===== src/rtl/rps_rr_arbiter.sv =====
// Round-robin arbiter with rotating priority pointer and a grant that stays locked until the owner releases it.
// Latency: one cycle from request to registered grant. A release hands off on the same edge, with no idle cycle.
// Backpressure: none; en=0 drops the grant. Optional macro RPS_HOLD_TIMEOUT_EN forces rotation after MAX_HOLD cycles.
module rps_rr_arbiter #(
  parameter int NUM_REQ  = 4,
  parameter int IDX_W    = $clog2(NUM_REQ),
  parameter int MAX_HOLD = 8
) (
  input  logic               clock,
  input  logic               reset,
  input  logic               en,
  input  logic [NUM_REQ-1:0] req,
  output logic [NUM_REQ-1:0] gnt,
  output logic [IDX_W-1:0]   gnt_idx,
  output logic               gnt_valid,
  output logic               req_up
);

  // Reject illegal configurations at elaboration time.
  if ((NUM_REQ < 2) || ((NUM_REQ & (NUM_REQ - 1)) != 0) || (MAX_HOLD < 1)) begin : g_param_check
    $error("rps_rr_arbiter: NUM_REQ must be a power of 2 >= 2 and MAX_HOLD >= 1");
  end

  typedef enum logic {IDLE, BUSY} state_t;

  state_t               state_q, state_d;
  logic [IDX_W-1:0]     ptr_q, ptr_d;
  logic [NUM_REQ-1:0]   gnt_d, cand;
  logic [IDX_W-1:0]     idx_d, win;
  logic                 arb, found, release_owner, force_rotate;

`ifdef RPS_HOLD_TIMEOUT_EN
  localparam int HOLD_W = (MAX_HOLD > 1) ? $clog2(MAX_HOLD) : 1;
  logic [HOLD_W-1:0]    hold_q, hold_d;
`endif

  // First set bit of r scanning from p upward; index arithmetic wraps naturally.
  function automatic logic [IDX_W:0] pick(input logic [IDX_W-1:0] p, input logic [NUM_REQ-1:0] r);
    logic             hit;
    logic [IDX_W-1:0] idx, sel;
    hit = 1'b0;
    sel = '0;
    for (int i = 0; i < NUM_REQ; i++) begin
      idx = p + IDX_W'(i);
      if (!hit && r[idx]) begin
        hit = 1'b1;
        sel = idx;
      end
    end
    return {hit, sel};
  endfunction

  assign req_up        = en & (|req);
  assign release_owner = (state_q == BUSY) && !req[gnt_idx];

`ifdef RPS_HOLD_TIMEOUT_EN
  assign force_rotate = (state_q == BUSY) && (hold_q == HOLD_W'(MAX_HOLD - 1)) && (|(req & ~gnt));
`else
  assign force_rotate = 1'b0;
`endif

  always_comb begin
    state_d = state_q;
    gnt_d   = gnt;
    idx_d   = gnt_idx;
    ptr_d   = ptr_q;
    arb     = 1'b0;
    cand    = req;
    if (!en) begin
      state_d = IDLE;
      gnt_d   = '0;
      idx_d   = '0;
    end else if (state_q == IDLE) begin
      arb = |req;
    end else if (release_owner || force_rotate) begin
      arb  = 1'b1;
      cand = req & ~gnt;
    end
    {found, win} = pick(ptr_q, cand);
    if (arb) begin
      if (found) begin
        state_d = BUSY;
        gnt_d   = NUM_REQ'(1) << win;
        idx_d   = win;
        ptr_d   = win + IDX_W'(1);
      end else begin
        state_d = IDLE;
        gnt_d   = '0;
        idx_d   = '0;
      end
    end
  end

`ifdef RPS_HOLD_TIMEOUT_EN
  // Counts held cycles; saturates so a lone owner keeps the grant.
  always_comb begin
    hold_d = hold_q;
    if (state_d == IDLE || (arb && found))
      hold_d = '0;
    else if (hold_q != HOLD_W'(MAX_HOLD - 1))
      hold_d = hold_q + HOLD_W'(1);
  end

  always_ff @(posedge clock or negedge reset) begin
    if (!reset) hold_q <= '0;
    else        hold_q <= hold_d;
  end
`endif

  always_ff @(posedge clock or negedge reset) begin
    if (!reset) begin
      state_q   <= IDLE;
      ptr_q     <= '0;
      gnt       <= '0;
      gnt_idx   <= '0;
      gnt_valid <= 1'b0;
    end else begin
      state_q   <= state_d;
      ptr_q     <= ptr_d;
      gnt       <= gnt_d;
      gnt_idx   <= idx_d;
      gnt_valid <= |gnt_d;
    end
  end

endmodule


===== config.mk =====
export PLATFORM = sky130hd
export DESIGN_NAME = rps_rr_arbiter
export DESIGN_NICKNAME = d
export VERILOG_FILES = /design/src/rtl/rps_rr_arbiter.sv
export SDC_FILE = /design/constraint.sdc
export NUM_CORES = 1
export LEC_CHECK = 0
export ABC_AREA = 1
export CAP_MARGIN = 15
export CORE_UTILIZATION = 52
export DETAILED_ROUTE_END_ITERATION = 12
export GPL_TIMING_DRIVEN = 0
export PLACE_DENSITY = 0.76
export SLEW_MARGIN = 20
export SYNTH_ARGS = -nofsm -noshare
export SYNTH_HDL_FRONTEND = slang
export SYNTH_SLANG_ARGS = --single-unit

===== constraint.sdc =====
create_clock -name clock -period 2.5 [get_ports clock]
set_clock_uncertainty 0.1 [all_clocks]
set_input_delay 0.5 -clock clock [delete_from_list [all_inputs] [get_ports clock]]
set_output_delay 0.5 -clock clock [all_outputs]
set_load 0.05 [all_outputs]

Word-level counts from Yosys, hierarchy flattened
Index checks and enable logic that the tools add are counted.
Widths: inputs -> output; s select.
Storage, ports and cells
  latch bits: 0
  word-level logic and storage cells: 63
  bits in read-only memories: 0
  memories kept: 0
  register bits: 10
  bits in writable memories: 0
Cells by class
  equality and inequality tests: 1
  bitwise gates (word level): 3
  reduce and logical (&&, ||, !) cells: 11
  muxes and demuxes: 33
  multiply operators: 0
  div/mod/pow operators: 0
  add/sub/neg operators: 4
  shifts and indexed selects: 1
  order comparisons: 5
Operators with widths (count)
  $mux 4: 6
  $lt 2x3->1 const B: 5
  $mux 1: 15
  $mux 2: 7
  $bmux 1 s2: 5
  $reduce_or 4->1: 2
  $add 2x1->2 const B: 2
  $add 2x2->2 const B: 2
  $and 4x4->4: 1
  $logic_and 1x1->1: 4
  $logic_not 1->1: 4
  $not 4->4: 1
  $shl 1x2->4 const A: 1
  $ne 2x1->1 const B: 1
  $reduce_and 2->1: 1
  $and 1x1->1: 1

Depth between registers and ports, before layout
  depth after elaboration: 23
  depth in mapped cells: 20
  gate-level depth less buffers: 20

Least setup slack after synthesis
OpenSTA, ideal clock, no wires.
  kind: flip-flop to flip-flop
  from: register gnt_idx[0]
  to: register gnt_valid
  stages on the path, launching flop included: 18
  clock period less this slack: 2.571 ns
  data required time: 2.281 ns
  buffers on the path: 0
  setup slack: -0.071 ns
  arrival time: 2.352 ns
  path through: dfrtp_1 > inv_1 > nand2_1 > nand3_2 > nand2_4 > nand3b_2 > nand3_1 > nand2_2 > nor2_4 > nand4_1 > or2_1 > nand2_2 > inv_2 > ha_1 > nand3_1 > nand2_1 > nor2_1 > nand2_1
On the way
  longest elaborated chain between the ends: 23
  elaborated cells between the ends (all ways): 36
  classes of those cells: shift: 1; mux: 26; reduce/logical: 9
Ends and longest elaborated chain
  from (decl): line 14  | output logic [IDX_W-1:0] gnt_idx,
  from (signal assigned): line 121  | gnt_idx <= idx_d;
  $bmux 1 s2 *: line 54  | assign release_owner = (state_q == BUSY) && !req[gnt_idx];
  $mux 1 (not written as such) *: line 54
  $logic_not 1->1 *: line 54
  $logic_and 1x1->1 *: line 54
  $mux 4: line 75  | end else if (release_owner || force_rotate) begin
  $mux 4: line 73  | end else if (state_q == IDLE) begin
  $mux 4: line 69  | if (!en) begin
  $bmux 1 s2: line 45  | if (!hit && r[idx]) begin
  [... 8 more ...]
  $logic_not 1->1: line 45
  $logic_and 1x1->1: line 45
  $mux 2: line 45
  $shl 1x2->4: line 83  | gnt_d = NUM_REQ'(1) << win;
  $mux 4: line 81  | if (found) begin
  $mux 4 *: line 80  | if (arb) begin
  via gnt_d[3]: line 28  | logic [NUM_REQ-1:0] gnt_d, cand;
  $reduce_or 4->1 *: line 122  | gnt_valid <= |gnt_d;
  to (signal assigned): line 122
  to (decl): line 15  | output logic gnt_valid,
The timed path passes the listed nets; every way through them passes the cells marked *. The select of a mux whose other input is x is not followed.
A chain may end at the register's enable or synchronous reset.

Worst setup path after layout
Same ends and word-level chain as after synthesis.

==> summary.md <==
• overall die width: 44.7 um
• Cell variety after synth: 24
• count of final setup violators: 0
• number of flops mapped to enable cells by yosys: 0
• outcome: complete, no violations
• total non-filler cell area in the finished layout: 1440 um^2
• final cell utilization of the core: 84.0%
• combined flip-flop and latch cell area: 251 um^2
• sinks on the clock net: 10
• pin slew with the least headroom to its limit: 503 ps
• DRC: 0
• M2 GR Usage: 42.9%
• power density over the cells: 1570 nW/um^2
• adder-cell share of the synthesized area: 5.29%
• Total Routing Usage GR: 26.4%
• post-detailed-routing wire length: 2.92 mm
• CP Data Required Time: 2560 ps
• crit start category: flop
• clock tree from TritonCTS: yes
• area taken by multi-input logic gates: 853 um^2
• simple-gate area share of the yosys netlist: 55.7%
• met3 Resource Use GR: 2.45%
• worst reg2reg path depth: 17
• total number of H-tree levels: 1
• maximum resistive drop on vdd: 1.33 mV
• clk buf depth: 2
• unrepaired setup endpoints after global routing: yes
• termination of the worst setup path: gnt_valid
• worst flop-to-flop path startpoint: gnt_idx[0]
• number of violations of the max-capacitance limit: 0
• Std-Cell Rows: 15
• total congestion overflow: 0
• Async SR Flop Fraction: 100%
• wire length per cell after detailed routing: 15.8 um
• final setup margin: 1.58 ps
• number of global-route vias before repair: 906
• I/O Buffers: 14
• worst-path maximum fanout: 5
• area fraction in compound gates after synthesis: 4.10%
• CP startpoint: gnt_idx[0]
• final hold violations: 0
• Static Leakage: 0.675 nW
• DR vias: 1062
• initial core utilization: 55.4%
• residual antenna-violating net count after detailed routing: 0
• estimated wirelength of the detail-placed design: 1.73 mm
• Initial DRC Count: 24
• Post-synth top flop: sky130_fd_sc_hd__dfrtp_1
• reg-to-reg endpoint: gnt_valid
• clock slew at reported path FFs: 70 ps
• arrival time of the worst setup path: 2560 ps
• global-route wire length before repair: 3.84 mm
• area grow syn2layout: 51.7%
• most frequent cells in the layout: sky130_fd_sc_hd__nand2_1 (24), sky130_fd_sc_hd__nand2_2 (20), sky130_fd_sc_hd__nand3_2 (14)
• total negative slack for setup checks: 0 ps
• fillers: 93
• vias per std cell: 5.74
• Yosys Warn Count: 0
• Post-CTS Hold Fix Bufs: 0
• area share of the largest cell type after synthesis: 26.5%
• parity-gate share of the synthesized area counting xor and xnor cells: 1.72%
• master cell of the clock root buffer: sky130_fd_sc_hd__clkbuf_4
• pin count of the biggest net entering global routing: 11
• summed instance area of the synthesized netlist: 946 um^2
• number of diodes added for antenna fixing: 0
• biggest area consumer among synthesized cells: sky130_fd_sc_hd__dfrtp_1
• Pre-Repair DR Iteration Count: 4
• classification of the worst setup path: flop to flop
• worst skew pair latency: 270 ps
• Placement Setup Slack: -583 ps
• tightest slew margin relative to the limit: 66.4%
• top cells by area in the synthesized netlist: sky130_fd_sc_hd__dfrtp_1 (26%), sky130_fd_sc_hd__nand2_1 (16%), sky130_fd_sc_hd__nand3_2 (9.5%)
• Area after DPL: 1120 um^2
• post-route minimum period: 2500 ps
• mux share of post-synthesis cell area: 0%
• Achievable Freq: 400 MHz
• overall power consumption: 2.25 mW
• most congested layer reported by global routing: met2
• main combinational cell family by area after synthesis: simple AND/OR/NAND/NOR gates
• number of top-level design ports: 15
• number of nets in the synthesized netlist: 143
• FF-to-FF setup slack: 2 ps
• Die Y-Extent: 44.7 um
• Setup crit end kind: flop
• final critical-path share of the clock period: 99.9%
• cts bufs inserted: 3
• share of the yosys chip area belonging to registers: 26.5%
• average instance area after synthesis: 7.17 um^2
• Die Outline Area: 1990 um^2
• final weighted congestion in routability-driven placement: 0.789
• Core Area: 1710 um^2
• number of nets at the end of the flow: 172
• Tightest Hold Check Type: primary input to async pin
• met1 track demand over resource: 33.8%
• share of cells above drive strength 1: 53.8%
• antenna violations before repair: 0
• number of slew-limit violations in the final report: 0
• most common cell after layout, fill and taps aside: sky130_fd_sc_hd__nand2_1
• post-synthesis register bit count: 10
• cell count after synthesis: 132
## where the power goes
| group | switching, mW | total (mW) | leakage [nW] | internal [mW] |
|---|---|---|---|---|
| sequential | 0.0816 | 0.311 | 0.127 | 0.230 |
| combinational | 1.10 | 1.79 | 0.526 | 0.693 |
| clock | 0.0600 | 0.149 | 0.0210 | 0.0885 |
## layout make-up
type / count / area share [%]
Multi-Input combinational cell: 107 / 59.5
Sequential cell: 10 / 17.5
Timing Repair Buffer: 24 / 13.7
Inverter: 14 / 3.84
Clock buffer: 4 / 2.53
Tap cell: 25 / 2.18
Buffer: 1 / 0.785
## worst max-delay path: stages (launching register included)
cell,delay [ps]
sky130_fd_sc_hd__dfrtp_2,430
sky130_fd_sc_hd__inv_2,70
sky130_fd_sc_hd__nand2_2,60
sky130_fd_sc_hd__nand3_2,100
sky130_fd_sc_hd__nand2_4,140
sky130_fd_sc_hd__nand3_4,130
sky130_fd_sc_hd__nand2_4,120
sky130_fd_sc_hd__o21ai_2,70
sky130_fd_sc_hd__nor2_4,150
sky130_fd_sc_hd__nand4_1,150
sky130_fd_sc_hd__or2_4,290
sky130_fd_sc_hd__nand2_4,100
sky130_fd_sc_hd__inv_4,50
sky130_fd_sc_hd__ha_4,150
sky130_fd_sc_hd__nand3_2,70
sky130_fd_sc_hd__nand2_2,60
sky130_fd_sc_hd__nor2_2,90
sky130_fd_sc_hd__nand2_1,50
## cell usage after synthesis, types with 2 or more instances
library cell and n:
sky130_fd_sc_hd__dfrtp_1 10, sky130_fd_sc_hd__ha_1 4, sky130_fd_sc_hd__inv_1 11, sky130_fd_sc_hd__inv_2 3, sky130_fd_sc_hd__nand2_1 40, sky130_fd_sc_hd__nand2_2 7
sky130_fd_sc_hd__nand3_1 17, sky130_fd_sc_hd__nand3_2 9, sky130_fd_sc_hd__nand4_1 3, sky130_fd_sc_hd__nor2_1 11, sky130_fd_sc_hd__nor2_2 2, sky130_fd_sc_hd__o21ai_1 2
sky130_fd_sc_hd__o21ai_2 2
## cells by family (layout without fill, tap and decap cells)
| family | count (synthesis) | count (layout) |
|---|---|---|
| and+or+nand+nor | 96 | 96 |
| xor gates and xnor gates | 1 | 1 |
| AOI/OAI and AO/OA | 6 | 6 |
| buffers and inverters | 15 | 43 |
| DFF | 10 | 10 |
| adders and majority gates | 4 | 4 |
## registers in the layout, summed over array words and instances, names as in the netlist
signal	flops
gnt_idx	2
ptr_q	2
gnt	4
state_q	1
gnt_valid	1
## how the worst min path moves through the flow
stage,cells past startpoint,end
2_1_floorplan,0,gnt[0]
3_3_place_gp,2,gnt_idx[0]
3_5_place_dp,2,gnt[2]
4_1_cts,1,ptr_q[0]
5_1_grt,1,gnt[1]
6_report,1,gnt_idx[1]
## metal layers
layer	vias up	part of all wire, %
li1	489	-
met1	504	39
met2	57	51
met3	12	7.4
met4	0	3.2
met5	-	0
## per-stage QoR
| stage | std cells | hold WS (ps) |
|---|---|---|
| after detailed placement | 171 | 443 |
| after global routing | 185 | 484 |
| after floorplan | 132 | 104 |
| after global placement | 171 | 437 |
| after CTS | 178 | 460 |
| final | 185 | 455 |
## repair_timing
item                                   CTS  global route
gates resized for setup                  9            59
endpoints found under the hold margin    0             0
buffers inserted                         3             7
gates cloned                             0             0
setup endpoints to repair                7             5
pin swaps                                2            25
No activity file was read; power rests on OpenSTA's default activity.
